File: config.mk
export PLATFORM = sky130hd
export DESIGN_NAME = fetch_unit
export DESIGN_NICKNAME = d
export VERILOG_FILES = /design/src/rtl/fetch_pkg.sv /design/src/rtl/fetch_queue.sv /design/src/rtl/fetch_unit.sv
export SDC_FILE = /design/constraint.sdc
export NUM_CORES = 1
export LEC_CHECK = 0
export ABC_CLOCK_PERIOD_IN_PS = 10700
export CAP_MARGIN = 20
export CORE_MARGIN = 3
export CORE_UTILIZATION = 54
export DETAILED_ROUTE_END_ITERATION = 8
export HOLD_SLACK_MARGIN = 0.15
export PLACE_DENSITY = 0.87
export SYNTH_ARGS = -nofsm -noshare
export SYNTH_HDL_FRONTEND = slang
export SYNTH_SLANG_ARGS = --single-unit
File: constraint.sdc
create_clock -name clk -period 10.7 [get_ports clk]
set_input_delay 1.07 -clock clk [delete_from_list [all_inputs] [get_ports clk]]
set_output_delay 1.07 -clock clk [all_outputs]
set_load 0.1 [all_outputs]
File: src/rtl/fetch_pkg.sv
// Shared types and constants for the instruction fetch stage.
package fetch_pkg;

    typedef enum logic [1:0] {
        ST_IDLE  = 2'd0,
        ST_FETCH = 2'd1,
        ST_DRAIN = 2'd2
    } fetch_state_e;

    localparam logic [31:0] NOP_INS        = 32'h0000_0013;
    localparam int          QDEPTH_DEFAULT = 2;

endpackage

File: src/rtl/fetch_queue.sv
// Small {pc, ins} FIFO between instruction memory and decode; flush beats push and pop.
module fetch_queue
    import fetch_pkg::*;
#(
    parameter  int QDEPTH = QDEPTH_DEFAULT,
    localparam int AW     = (QDEPTH > 1) ? $clog2(QDEPTH) : 1,
    localparam int CW     = AW + 1
) (
    input  logic          clk,
    input  logic          rst_n,
    input  logic          push_i,
    input  logic [63:0]   push_data_i,
    input  logic          pop_i,
    input  logic          flush_i,
    output logic [63:0]   head_o,
    output logic [CW-1:0] count_o,
    output logic          empty_o
);

    logic [63:0]   mem_q [QDEPTH];
    logic [AW-1:0] wr_ptr_q, wr_ptr_d;
    logic [AW-1:0] rd_ptr_q, rd_ptr_d;
    logic [CW-1:0] count_q, count_d;

    always_comb begin
        wr_ptr_d = wr_ptr_q;
        rd_ptr_d = rd_ptr_q;
        count_d  = count_q;
        if (flush_i) begin
            wr_ptr_d = '0;
            rd_ptr_d = '0;
            count_d  = '0;
        end else begin
            if (push_i) wr_ptr_d = wr_ptr_q + AW'(1);
            if (pop_i)  rd_ptr_d = rd_ptr_q + AW'(1);
            count_d = count_q + CW'(push_i) - CW'(pop_i);
        end
    end

    always_ff @(posedge clk or negedge rst_n) begin
        if (!rst_n) begin
            wr_ptr_q <= '0;
            rd_ptr_q <= '0;
            count_q  <= '0;
        end else begin
            wr_ptr_q <= wr_ptr_d;
            rd_ptr_q <= rd_ptr_d;
            count_q  <= count_d;
        end
    end

    // Storage carries no reset; count/pointers alone define what is valid.
    always_ff @(posedge clk) begin
        if (push_i && !flush_i) mem_q[wr_ptr_q] <= push_data_i;
    end

    assign head_o  = mem_q[rd_ptr_q];
    assign count_o = count_q;
    assign empty_o = (count_q == '0);

endmodule

File: src/rtl/fetch_unit.sv
// Instruction fetch: PC ownership, imem req/ack, queue to decode, INT/redirect handling.
// Optional FETCH_ALIGN_CHECK_EN traps misaligned INT/redirect targets via fetch_fault.
module fetch_unit
    import fetch_pkg::*;
#(
    parameter int          QDEPTH   = QDEPTH_DEFAULT,
    parameter logic [31:0] RESET_PC = 32'h0000_0000
) (
    input  logic        clk,
    input  logic        rst_n,
    input  logic        INT,
    input  logic [31:0] entryPoint,
    input  logic        redir_valid,
    input  logic [31:0] redir_pc,
    output logic        imem_req,
    output logic [31:0] imem_addr,
    input  logic        imem_ack,
    input  logic [31:0] imem_rdata,
    output logic        ins_valid,
    input  logic        ins_ready,
    output logic [31:0] ins,
    output logic [31:0] PC,
    output logic [31:0] PCp4,
    output logic        fetch_fault
);

    localparam int            CW       = ((QDEPTH > 1) ? $clog2(QDEPTH) : 1) + 1;
    localparam logic [CW-1:0] QDEPTH_C = CW'(QDEPTH);

    fetch_state_e state_q, state_d;
    logic [31:0]  fetch_pc_q, fetch_pc_d;
    logic [31:0]  drain_addr_q, drain_addr_d;
    logic         fault_q, fault_d;

    logic         load, bad_target, pending;
    logic [31:0]  target_raw, target;
    logic         q_push, q_pop, q_empty;
    logic [CW-1:0] q_count;
    logic [63:0]  q_head;

    // Redirects are ignored while idle or parked after a trapped target; INT always wins.
    always_comb begin
        load       = INT | (redir_valid && (state_q != ST_IDLE) && !fault_q);
        target_raw = INT ? entryPoint : redir_pc;
`ifdef FETCH_ALIGN_CHECK_EN
        bad_target = load && (target_raw[1:0] != 2'b00);
        target     = target_raw;
`else
        bad_target = 1'b0;
        target     = target_raw & ~32'd3;
`endif
    end

    always_comb begin
        imem_req  = ((state_q == ST_FETCH) && (q_count < QDEPTH_C)) || (state_q == ST_DRAIN);
        imem_addr = (state_q == ST_DRAIN) ? drain_addr_q : fetch_pc_q;
        pending   = imem_req && !imem_ack;
        q_push    = (state_q == ST_FETCH) && imem_req && imem_ack && !load;
        q_pop     = ins_valid && ins_ready;
    end

    always_comb begin
        state_d      = state_q;
        fetch_pc_d   = fetch_pc_q;
        drain_addr_d = drain_addr_q;
        fault_d      = fault_q;

        if (q_push) fetch_pc_d = fetch_pc_q + 32'd4;
        if ((state_q == ST_DRAIN) && imem_ack) state_d = fault_q ? ST_IDLE : ST_FETCH;

        // An unacked request must still complete, so it is parked in DRAIN at its old address.
        if (load) begin
            if (INT) fault_d = 1'b0;
            fetch_pc_d = target;
            if (pending) begin
                state_d      = ST_DRAIN;
                drain_addr_d = imem_addr;
            end else begin
                state_d = ST_FETCH;
            end
            if (bad_target) begin
                fault_d = 1'b1;
                if (!pending) state_d = ST_IDLE;
            end
        end
    end

    always_ff @(posedge clk or negedge rst_n) begin
        if (!rst_n) begin
            state_q    <= ST_IDLE;
            fetch_pc_q <= RESET_PC;
            fault_q    <= 1'b0;
        end else begin
            state_q    <= state_d;
            fetch_pc_q <= fetch_pc_d;
            fault_q    <= fault_d;
        end
    end

    always_ff @(posedge clk) begin
        drain_addr_q <= drain_addr_d;
    end

    fetch_queue #(.QDEPTH(QDEPTH)) u_queue (
        .clk         (clk),
        .rst_n       (rst_n),
        .push_i      (q_push),
        .push_data_i ({fetch_pc_q, imem_rdata}),
        .pop_i       (q_pop),
        .flush_i     (load),
        .head_o      (q_head),
        .count_o     (q_count),
        .empty_o     (q_empty)
    );

    always_comb begin
        ins_valid = !q_empty;
        ins       = q_empty ? NOP_INS : q_head[31:0];
        PC        = q_empty ? fetch_pc_q : q_head[63:32];
        PCp4      = PC + 32'd4;
    end

`ifdef FETCH_ALIGN_CHECK_EN
    assign fetch_fault = fault_q;
`else
    assign fetch_fault = 1'b0;
`endif

endmodule

==> run_results.csv, run 1 <==
group,metric,value,unit
die,die-area,18900,sq um
routing,vias,6368,
routing,drc_errors,0,
worst_setup_path,rrSetupSlack,7.57,ns
routing,wl_per_cell,18.0,um
layout,fin_util,0.731,
worst_setup_path,rr_worst_depth,5,
outcome,status,"finished, final reports clean",
timing,setup_total_negative_slack,0,ns
power_and_ir_drop,power,3740,uW
worst_setup_path,critPathKind,"flip-flop to primary output",
clock_tree,clock_sinks,192,
grt,antenna_found_initial,1,
layout,drive_above_1_share,0.118,
clock_tree,clk_latency,0.42,ns
timing,fmax,174,MHz
timing,hold_viol,0,
layout,areaGrowthSynthToFinish,31.1,%
clock_tree,cts_root_buf,"clkbuf_16",
clock_tree,cts_buffers,17,
worst_setup_path,r2r_start,"u_queue.count_o[1]",
clock_tree,htreeDepth,4,
placement,io_buffer_count,223,
die,rows,47,
power_and_ir_drop,p_leak,0.00419,uW
die,ioPinCount,233,
grt,grt_usage,0.222,
grt,grt_pass1_vias,6111,
placement,place.gp.congestion,0.826,
worst_setup_path,startpoint_type,"flip-flop",
min_path,hold_depth,0,
synth,synth_xor_area_frac,0.0546,
synth,synth_compound_area_frac,0.0481,
power_and_ir_drop,ir_drop,0.233,mV
synth,async_flop_share,0.188,
placement,dp_hpwl,14.8,mm
timing,maxSlewHeadroom,0.291,
grt,grt_max_degree,64,
timing,maxSlewViolCount,0,
layout,n_antenna_cell,0,
synth,synth-seq-cells,192,
worst_setup_path,cp_max_fo,63,
die,core,16700,sq um
timing,tightest_slew,1.06,ns
layout,final_nets,1033,
synth,yosysSeqAreaShare,0.600,
routing,routed_wl,20.8,mm
synth,synth_adder_area_share,0.00537,
timing,rsz0062_at_grt,"no",
die,start_util,0.558,
synth,yosys.area_share.simple,0.118,
synth,synth.distinct_cells,50,
synth,ys.flop_type,"edfxtp_1",
grt,grt_pass1_wl,32.1,mm
worst_setup_path,r2r-end,"u_queue.mem_q[0][62]",
clock_tree,holdBufCountCts,0,
clock_tree,cts_tree,"done",
routing,firstDrtPassIters,6,
min_path,hp-start,"fetch_pc_q[18]",
worst_setup_path,cp-end-kind,"primary output",
power_and_ir_drop,p_per_area,306,nW/um^2
synth,avgSynthCellArea,13.0,sq um
synth,synthCells,716,
routing,viasPerCell,5.49,
clock_tree,cts_resized,0,
timing,finClkSkew,0.0102,ns
synth,synthMuxAreaShare,0.136,
routing,ant_nets,0,
synth,synth-edff-count,156,
synth,ys_warn_count,0,
timing,fin_crit,5.74,ns
min_path,holdCritPathClass,"flip-flop to flip-flop",
synth,syn_area,9310,sq um
clock_tree,cts_setup_buffers,0,
placement,place_ws,5.35,ns
job,maxCapViolations,0,
clock_tree,clkTransAtPathRegs,0.06,ns
timing,worst_slack,4.96,ns
synth,synth_top_family_by_area,"multiplexers",
min_path,worstHoldEndpoint,"u_queue.mem_q[1][50]",
clock_tree,cts_buffer_depth,2,
timing,finalCritPeriodShare,0.537,
worst_setup_path,critPathRequiredTime,9.63,ns
routing,first_iter_violations,332,
timing,setup_viol,0,
die,die_h,137,um
grt,overflow,0,
worst_setup_path,cp_data_arrival_time,4.67,ns
die,die_x,137,um
worst max-delay path, stage by stage (launching register included):
cell             delay (ns)
dfrtp_4                1.09
mux2_2                 0.31
mux2i_1                0.16
inv_1                  0.12
ha_1                   0.20
nor4b_2                0.37
nand4_2                0.35
nor3_1                 0.33
xor2_1                 0.17
clkdlybuf4s50_1        1.15
sequential cells by signal, indices dropped and copies added (netlist names):
signal / cells
drain_addr_q: 32
fetch_pc_q: 30
state_q: 2
u_queue.count_o: 2
u_queue.mem_q: 124
u_queue.rd_ptr_q: 1
u_queue.wr_ptr_q: 1
worst max-delay path by stage:
| stage | endpoint | slack (ns) | depth (start not counted) | startpoint |
|---|---|---|---|---|
| final | PCp4[30] | 4.96 | 9 | u_queue.rd_ptr_q |
| after global routing | PCp4[20] | 4.68 | 9 | u_queue.rd_ptr_q |
| after CTS | PCp4[30] | 4.89 | 9 | u_queue.rd_ptr_q |
| after detailed placement | PCp4[30] | 5.35 | 9 | u_queue.rd_ptr_q |
| after global placement | PCp4[30] | 5.38 | 9 | u_queue.rd_ptr_q |
| after floorplan | PCp4[24] | 3.36 | 9 | u_queue.rd_ptr_q |
through the flow:
stage / instances / cell area [sq um] / hold WS, ns
detailed placement: 1128 / 11700 / 0.520
floorplan: 720 / 9330 / 0.440
CTS: 1160 / 12200 / 0.532
global route: 1160 / 12200 / 0.555
finish: 1160 / 12200 / 0.536
global placement: 1128 / 11700 / 0.503
where the power goes:
group          leakage [uW]  switching, uW  internal, uW
Sequential          0.00185           98.6           950
Combinational       0.00209           1620           486
Clock              0.000263            263           320
Total               0.00419           1980          1760
kinds of logic (layout without fill, tap and decap cells):
| kind of cell | Yosys count | after routing |
|---|---|---|
| simple gates | 195 | 195 |
| mux | 121 | 121 |
| fa+ha+maj | 4 | 4 |
| buf+inv | 71 | 291 |
| flops | 192 | 192 |
| compound gates | 74 | 74 |
| xor+xnor | 58 | 58 |
| other cells | 1 | 5 |
synth_stat cells (18+ instances only):
cell / n / area (sq um)
edfxtp_1: 156 / 4680
mux2i_1: 74 / 741
nor2_1: 48 / 180
mux2_2: 47 / 529
nand2_1: 41 / 154
dfrtp_1: 36 / 901
xnor2_1: 35 / 307
inv_1: 30 / 113
o21ai_0: 23 / 115
xor2_1: 23 / 201
clkbuf_1: 21 / 78.8
a211oi_1: 19 / 143
a21oi_1: 18 / 90.1
nor2b_1: 18 / 113
final cells by class:
type | instances | area [sq um]
Inverter | 31 | 121
Fill cell | 1153 | 4500
Clock buffer | 19 | 433
Sequential cell | 192 | 5590
Tap cell | 220 | 275
Multi-Input combinational cell | 457 | 3410
Timing Repair Buffer | 228 | 2260
Clock inverter | 13 | 111
metal layers:
metal | routed length, um | vias to the layer above | GRT usage
li1 | - | 3034 | -
met1 | 8640 | 3046 | 0.289
met2 | 10200 | 259 | 0.363
met3 | 1710 | 27 | 0.0720
met4 | 271 | 2 | 0.0554
met5 | 9 | - | 0
cell usage in the layout, fill, tap and decap left out, types with 3 or more instances in the layout:
cell               n
nand4_1           11
nor2_1            47
or2_2              3
xnor2_1           35
xor2_1            23
dfrtp_1           35
clkinv_2           3
inv_6              4
and3_1             7
nor2b_1           16
ha_1               4
nand3_1           15
a211oi_1          19
mux2i_1           74
mux2_2            47
o21ai_0           23
nor4_1             3
a21o_1             5
nor3_2             3
nand2b_1           4
clkbuf_16         17
buf_4              5
nand2_1           41
nor3_1            15
a21oi_1           18
inv_1             30
edfxtp_1         156
nor4_2             8
and2_1             6
clkdlybuf4s50_1  221
conb_1             5
Power figures use the tool's default switching activity.
==> run 2: changes to the inputs <==
--- a/config.mk
+++ b/config.mk
@@ -5,13 +5,13 @@
 export SDC_FILE = /design/constraint.sdc
 export NUM_CORES = 1
 export LEC_CHECK = 0
-export ABC_CLOCK_PERIOD_IN_PS = 10700
+export ABC_CLOCK_PERIOD_IN_PS = 4700
 export CAP_MARGIN = 20
 export CORE_MARGIN = 3
-export CORE_UTILIZATION = 54
+export CORE_UTILIZATION = 45
 export DETAILED_ROUTE_END_ITERATION = 8
 export HOLD_SLACK_MARGIN = 0.15
-export PLACE_DENSITY = 0.87
+export PLACE_DENSITY = 0.77
 export SYNTH_ARGS = -nofsm -noshare
 export SYNTH_HDL_FRONTEND = slang
 export SYNTH_SLANG_ARGS = --single-unit
==> constraint.sdc (replaced) <==
create_clock -name clk -period 4.7 [get_ports clk]
set_input_delay 0.47 -clock clk [delete_from_list [all_inputs] [get_ports clk]]
set_output_delay 0.47 -clock clk [all_outputs]
set_load 0.1 [all_outputs]
==> run_results.csv, run 2 (synthesis results as in run 1) <==
group,metric,value,unit
clock_tree,cts_buffer_depth,2,
layout,drive_above_1_share,0.197,
timing,setup_viol,0,
power_and_ir_drop,p_leak,0.00441,uW
routing,drc_errors,0,
clock_tree,clk_latency,0.43,ns
layout,fin_util,0.631,
placement,dp_hpwl,15.3,mm
power_and_ir_drop,p_per_area,704,nW/um^2
placement,place.gp.congestion,0.767,
grt,grt_usage,0.192,
grt,grt_use_met1,0.246,
grt,busiest_layer,"met2",
placement,post_dp_cell_area,12000,sq um
layout,design_area,12600,sq um
clock_tree,cts_setup_buffers,0,
layout,n_fill_cell,1534,
layout,max_flop_register,"u_queue.mem_q",
die,core,19900,sq um
layout,areaGrowthSynthToFinish,35.0,%
grt,grt_pass1_vias,6416,
worst_setup_path,startpoint_type,"flip-flop",
routing,firstDrtPassIters,5,
layout,top_regs,"u_queue.mem_q: 124 flops, drain_addr_q: 32 flops, fetch_pc_q: 30 flops",
clock_tree,holdBufCountCts,0,
layout,mostFrequentLayoutCell,"clkdlybuf4s50_1",
clock_tree,clock_sinks,192,
worst_setup_path,cp-end-kind,"primary output",
worst_setup_path,cp_slowest_cell,"dfrtp_1",
clock_tree,clkTransAtPathRegs,0.07,ns
layout,final_nets,1036,
timing,setup_total_negative_slack,0,ns
die,die_h,150,um
timing,rsz0062_at_grt,"no",
job,maxCapViolations,0,
worst_setup_path,cp_max_fo,32,
clock_tree,htreeDepth,4,
timing,maxSlewViolCount,0,
die,die-area,22500,sq um
power_and_ir_drop,ir_drop,0.577,mV
outcome,status,"finished, final reports clean",
die,die_x,150,um
routing,wl_per_cell,17.8,um
timing,finClkSkew,0.0148,ns
routing,first_iter_violations,430,
timing,finalCritPeriodShare,0.819,
grt,grt_max_degree,63,
layout,final_cell_mix,"166 x clkdlybuf4s50_1, 156 x edfxtp_1, 73 x mux2i_1, 47 x nor2_1, 46 x mux2_2",
routing,routed_wl,21.5,mm
die,ioPinCount,233,
timing,fin_hold_ws,0.134,ns
grt,overflow,0,
worst_setup_path,cp_data_arrival_time,3.38,ns
worst_setup_path,slowest_delay,0.58,ns
routing,ant_nets,0,
min_path,holdCritPathClass,"input pin to asynchronous set/reset pin",
timing,fin_crit,3.85,ns
worst_setup_path,crit_path_cell_trace,"nor2_4 > inv_6 > mux2i_1 > nor4_4 > nand4_2 > nor3_1 > xor2_1 > buf_12",
grt,antenna_found_initial,0,
timing,fmax,260,MHz
clock_tree,cts_tree,"done",
clock_tree,cts_resized,0,
grt,use_met2,0.320,
clock_tree,cts_buffers,17,
timing,maxSlewHeadroom,0.297,
clock_tree,cts_root_buf,"clkbuf_16",
die,start_util,0.468,
grt,use_met3,0.0575,
die,rows,51,
timing,hold_viol,0,
worst_setup_path,critPathKind,"flip-flop to primary output",
timing,tightest_slew,1.05,ns
grt,grt_pass1_wl,33.6,mm
placement,io_buffer_count,223,
worst_setup_path,critPathRequiredTime,4.23,ns
routing,vias,6319,
layout,n_antenna_cell,0,
routing,viasPerCell,5.23,
layout,largest_reg_flops,124,
run 2: cell types whose count changed in the layout (fill, tap and decap cells not counted), sizes merged:
| cell | previous run | this run |
|---|---|---|
| buf | 7 | 65 |
| bufinv | 1 | 2 |
| clkbuf | 19 | 20 |
| clkdlybuf4s50 | 221 | 166 |
| clkinv | 7 | 2 |
| clkinvlp | 2 | 4 |
| inv | 34 | 35 |
run 2: worst max-delay path: cells and delay by family (launching register included):
family	cells	cell delay [ns]
buffers and inverters	2	0.51
DFF	1	0.58
xor gates and xnor gates	1	0.27
and+or+nand+nor	4	1.24
muxes	1	0.32
run 2: final cells by class:
| cell class | instances | area [sq um] | area share |
|---|---|---|---|
| sequential | 192 | 5590 | 0.445 |
| multi-input combinational | 457 | 3530 | 0.281 |
| timing repair buffer | 231 | 2390 | 0.191 |
| clock buffer | 20 | 447 | 0.0355 |
| tap | 265 | 332 | 0.0264 |
| clock inverter | 12 | 146 | 0.0116 |
| inverter | 31 | 125 | 0.00996 |
run 2: through the flow:
step | total power, uW | instances | setup slack (ns)
final | 8840 | 1208 | 0.852
after global routing | 9170 | 1208 | 0.564
after floorplan | 6210 | 720 | -0.245
after CTS | 8910 | 1208 | 0.785
after global placement | 7420 | 1176 | 1.32
after detailed placement | 7460 | 1176 | 1.27
run 2: path summary, 6_finish.rpt:
path	startpoint	slack, ns	cells after the start	end
worst max register to register	u_queue.count_o[1]	1.69	5	u_queue.mem_q[0][19]
worst min-delay path	rst_n	0.13	1	fetch_pc_q[6]
worst min register to register	fetch_pc_q[18]	0.55	0	u_queue.mem_q[0][50]
worst max-delay path	u_queue.count_o[1]	0.85	8	PCp4[29]
max in group asynchronous	rst_n	3.94	1	u_queue.rd_ptr_q
min in group clk	fetch_pc_q[18]	0.55	0	u_queue.mem_q[0][50]
run 2: where the power goes:
group          total [uW]  switching, uW  internal [uW]
Sequential           2380            215           2160
Clock                1450            637            811
Combinational        5020           3780           1240
Total                8840           4630           4220
run 2: layer usage:
metal	vias to the layer above	wire [um]
li1	3026	-
met1	3032	9120
met2	236	10400
met3	25	1750
met4	0	288
met5	-	0
==> run 3: changes to the inputs <==
--- a/config.mk
+++ b/config.mk
@@ -5,13 +5,13 @@
 export SDC_FILE = /design/constraint.sdc
 export NUM_CORES = 1
 export LEC_CHECK = 0
-export ABC_CLOCK_PERIOD_IN_PS = 4700
+export ABC_CLOCK_PERIOD_IN_PS = 3900
 export CAP_MARGIN = 20
 export CORE_MARGIN = 3
-export CORE_UTILIZATION = 45
+export CORE_UTILIZATION = 50
 export DETAILED_ROUTE_END_ITERATION = 8
 export HOLD_SLACK_MARGIN = 0.15
-export PLACE_DENSITY = 0.77
+export PLACE_DENSITY = 0.81
 export SYNTH_ARGS = -nofsm -noshare
 export SYNTH_HDL_FRONTEND = slang
 export SYNTH_SLANG_ARGS = --single-unit
==> constraint.sdc (replaced) <==
create_clock -name clk -period 3.9 [get_ports clk]
set_input_delay 0.39 -clock clk [delete_from_list [all_inputs] [get_ports clk]]
set_output_delay 0.39 -clock clk [all_outputs]
set_load 0.1 [all_outputs]
==> run_results.csv, run 3 (synthesis results as in run 1) <==
group,metric,value,unit
timing,maxSlewViolCount,0,
clock_tree,cts_root_buf,"clkbuf_16",
clock_tree,clk_latency,0.43,ns
power_and_ir_drop,p_int,5210,uW
clock_tree,cts_tree,"done",
die,die_h,142,um
worst_setup_path,critPathBufInv,2,
worst_setup_path,slowest_delay,0.65,ns
worst_setup_path,cp-end-kind,"primary output",
grt,use_met2,0.358,
grt,grt_usage,0.212,
timing,fin_crit,3.67,ns
timing,finalCritPeriodShare,0.941,
placement,io_buffer_count,223,
worst_setup_path,critPathRequiredTime,3.51,ns
layout,top_regs,"u_queue.mem_q: 124 flops, drain_addr_q: 32 flops, fetch_pc_q: 30 flops",
clock_tree,clkTransAtPathRegs,0.08,ns
timing,setup_viol,0,
timing,hold_viol,0,
layout,drive_above_1_share,0.304,
die,die-area,20300,sq um
power_and_ir_drop,p_switching,5760,uW
grt,use_met3,0.0561,
timing,tightest_slew,0.929,ns
timing,finClkSkew,0.0131,ns
layout,multi_input_area,3780,sq um
power_and_ir_drop,ir_drop,0.763,mV
layout,final_nets,1047,
outcome,status,"finished, final reports clean",
routing,wl_per_cell,18.5,um
layout,largest_reg_flops,124,
die,die_x,142,um
layout,seqCellArea,5590,sq um
layout,n_fill_cell,1258,
grt,grt_max_degree,63,
routing,vias,6484,
routing,viasPerCell,5.48,
routing,ant_nets,0,
routing,firstDrtPassIters,5,
layout,areaGrowthSynthToFinish,37.9,%
timing,fin_hold_ws,0.544,ns
die,ioPinCount,233,
timing,fmax,272,MHz
grt,antenna_found_initial,0,
layout,final_cell_mix,"156 x edfxtp_1, 112 x buf_4, 95 x clkdlybuf4s50_1, 73 x mux2i_1, 47 x nor2_1",
layout,max_flop_register,"u_queue.mem_q",
placement,post_dp_cell_area,12200,sq um
die,rows,49,
grt,grt_pass1_wl,33.8,mm
power_and_ir_drop,p_sw_frac,0.525,
grt,busiest_layer,"met2",
timing,maxSlewHeadroom,0.380,
power_and_ir_drop,share_comb_of_total_power,0.581,
worst_setup_path,startpoint_type,"flip-flop",
die,start_util,0.513,
clock_tree,cts_setup_buffers,0,
clock_tree,clock_sinks,192,
layout,mostFrequentLayoutCell,"edfxtp_1",
power_and_ir_drop,power_frac_clock,0.158,
placement,place.gp.congestion,0.828,
power_and_ir_drop,p_leak,0.00472,uW
clock_tree,htreeDepth,4,
worst_setup_path,crit_path_cell_trace,"mux2_2 > mux2i_1 > inv_1 > ha_4 > nor4b_4 > nand4_4 > nor4_2 > xor2_1 > buf_12",
layout,design_area,12800,sq um
grt,overflow,0,
worst_setup_path,cp_max_fo,26,
timing,rsz0062_at_grt,"no",
worst_setup_path,cp_slowest_cell,"dfrtp_4",
min_path,holdCritPathClass,"input pin to flip-flop",
die,core,18100,sq um
routing,routed_wl,21.9,mm
placement,dp_hpwl,15.7,mm
power_and_ir_drop,p_seq_frac,0.260,
grt,grt_pass1_vias,6453,
job,maxCapViolations,0,
timing,setup_total_negative_slack,0,ns
clock_tree,cts_buffer_depth,2,
power_and_ir_drop,p_per_area,854,nW/um^2
worst_setup_path,critPathKind,"flip-flop to primary output",
routing,first_iter_violations,455,
routing,drc_errors,0,
worst_setup_path,cp_top_family,"simple AND/OR/NAND/NOR gates",
grt,grt_use_met1,0.276,
layout,n_antenna_cell,0,
worst_setup_path,cp_data_arrival_time,3.28,ns
clock_tree,cts_buffers,17,
## run 3: cell count changes in the layout (fill, tap and decap cells not counted), sizes merged
cell	before	now
buf	65	146
bufinv	2	1
clkbuf	20	17
clkdlybuf4s50	166	95
clkinv	2	8
clkinvlp	4	1
dlygate4sd3	0	1
inv	35	36
## run 3: layer usage
layer	part of all wire	wire, um
met4	0.012	270
met5	0	0
met3	0.075	1630
met2	0.49	10700
met1	0.42	9230
## run 3: worst paths after layout
check / start / to / slack [ns] / cells after the start
max in group asynchronous: rst_n / u_queue.rd_ptr_q / 2.63 / 2
worst max register to register: state_q[0] / u_queue.mem_q[1][8] / 1.22 / 5
worst max-delay path: u_queue.rd_ptr_q / PCp4[28] / 0.23 / 9
min in group asynchronous: rst_n / fetch_pc_q[6] / 0.61 / 2
worst min-delay path: imem_rdata[11] / u_queue.mem_q[1][11] / 0.54 / 1
worst min register to register: drain_addr_q[0] / drain_addr_q[0] / 0.56 / 1
## run 3: worst reg2reg max path: stages, from the launching register on
cell and delay [ns]:
dfrtp_1 0.48, o21ai_0 0.36, nor2b_4 0.33, buf_4 0.49
and3_2 0.33, buf_12 0.32
## run 3: area by class of cell
| class | instances | area share |
|---|---|---|
| Sequential cell | 192 | 0.435 |
| Clock inverter | 15 | 0.0137 |
| Inverter | 31 | 0.00994 |
| Tap cell | 229 | 0.0223 |
| Clock buffer | 17 | 0.0331 |
| Multi-Input combinational cell | 457 | 0.295 |
| Timing Repair Buffer | 242 | 0.191 |
## run 3: repair_timing
action	CTS	global route
hold buffers	1	0
resized for setup	0	4
endpoints found under the setup margin	0	9
endpoints found under the hold margin	36	0
## run 3: stage by stage
| step | power [uW] | std cells | setup WS (ns) | utilization |
|---|---|---|---|---|
| 6_report | 11000 | 1183 | 0.230 | 0.708 |
| 5_1_grt | 11300 | 1183 | 0.0259 | 0.708 |
| 4_1_cts | 11000 | 1183 | 0.0620 | 0.707 |
| 3_5_place_dp | 9280 | 1150 | 0.528 | 0.673 |
| 3_3_place_gp | 9220 | 1150 | 0.568 | 0.673 |
| 2_1_floorplan | 7600 | 720 | -0.965 | - |
## run 3: power by group through the flow
stage	registers [uW]	logic, uW	clock network [uW]
after floorplan	2800	4800	0
after global placement	2880	6340	0
after detailed placement	2890	6380	0
after CTS	2850	6400	1770
after global routing	2890	6590	1860
final	2850	6380	1740
==> variant (settings of run 3) <==
Build with the macro `FETCH_ALIGN_CHECK_EN` defined.
--- a/src/rtl/fetch_unit.sv
+++ b/src/rtl/fetch_unit.sv
@@ -1,5 +1,7 @@
 // Instruction fetch: PC ownership, imem req/ack, queue to decode, INT/redirect handling.
 // Optional FETCH_ALIGN_CHECK_EN traps misaligned INT/redirect targets via fetch_fault.
+`define FETCH_ALIGN_CHECK_EN
+
 module fetch_unit
     import fetch_pkg::*;
 #(
Function: changed (a bounded check fails within 4 cycles, from zero or initial values and one cycle with rst_n low).
==> variant against run 3 <==
- synthesized area grew 3.7%
- sequential share of layout area is 0.11 points higher
- worst hold slack lost 0.12 ns
- cell count is 6.3% higher
- sequential cell count increased by 7
- setup slack got worse by 0.090 ns
- synthesized cell count increased by 5.4%
- non-clock buffer count up 11
- wire length is 9.1% higher
- final area increased by 3.2%
- largest cell class unchanged
- highest routed layer unchanged
Power is left out: the tool's default activity adds up to more than one toggle a clock period on the data nets, which glitch-free logic cannot reach.
==> variant: results <==
export IMPL_wl_per_cell_um=19.0
export IMPL_syn_to_final_growth_pct=37.2
export IMPL_numPortBuffers=232
export IMPL_multi_input_area_share=0.289
export IMPL_status="finished, final reports clean"
export IMPL_gp_congestion=0.870
export IMPL_min_to="fetch_pc_q[14]"
export IMPL_seq_area_frac_synth=0.599
export IMPL_syn_area_per_cell_um2=12.8
export IMPL_bufAreaShareNonClock=0.200
export IMPL_reg2reg_from="u_queue.count_o[1]"
export IMPL_drt_iter0_drc=491
export IMPL_multi_input_cells=488
export IMPL_min_path_cells=3
export IMPL_reg_largest_list="u_queue.mem_q x128, drain_addr_q x32, fetch_pc_q x32"
export IMPL_fin_worst_skew_ns=0.00998
export IMPL_ys_top_cells_by_count="160 x edfxtp_1, 74 x mux2i_1, 49 x nor2_1"
export IMPL_inverters=26
export IMPL_max_stage_delay_ns=0.59
export IMPL_seq_area_um2=5780
export IMPL_placed_cell_area_um2=12600
export IMPL_grt_max_degree=65
export IMPL_drive_gt1_frac=0.269
export IMPL_preCtsSetupSlack_ns=0.360
export IMPL_synth_edf_count=160
export IMPL_dr_pass1_iters=4
export IMPL_grt_pass1_vias=6888
==> variant: cell families (layout without fill, tap and decap cells) <==
| logic type | count (synthesis) | after routing | synth area share |
|---|---|---|---|
| mux | 116 | 116 | 0.126 |
| compound gates | 85 | 85 | 0.0544 |
| simple gates | 223 | 223 | 0.128 |
| flops | 199 | 199 | 0.599 |
| fa+ha+maj | 4 | 4 | 0.00518 |
| buf+inv | 68 | 311 | 0.0336 |
| xor+xnor | 60 | 60 | 0.0544 |
==> variant: routing by layer <==
| layer | vias to the layer above | GRT usage | wire length (um) |
|---|---|---|---|
| li1 | 3224 | - | - |
| met1 | 3271 | 0.307 | 10300 |
| met2 | 305 | 0.357 | 11300 |
| met5 | - | 0 | 0 |
| met4 | 0 | 0.0684 | 450 |
| met3 | 29 | 0.0518 | 1810 |
==> variant: what timing repair did <==
action                     4_1_cts  5_1_grt
setup endpoints to repair        4        9
hold buffers                     1        0
hold endpoints to repair        39        0
pin swaps                        0        0
gates resized for setup          2        4
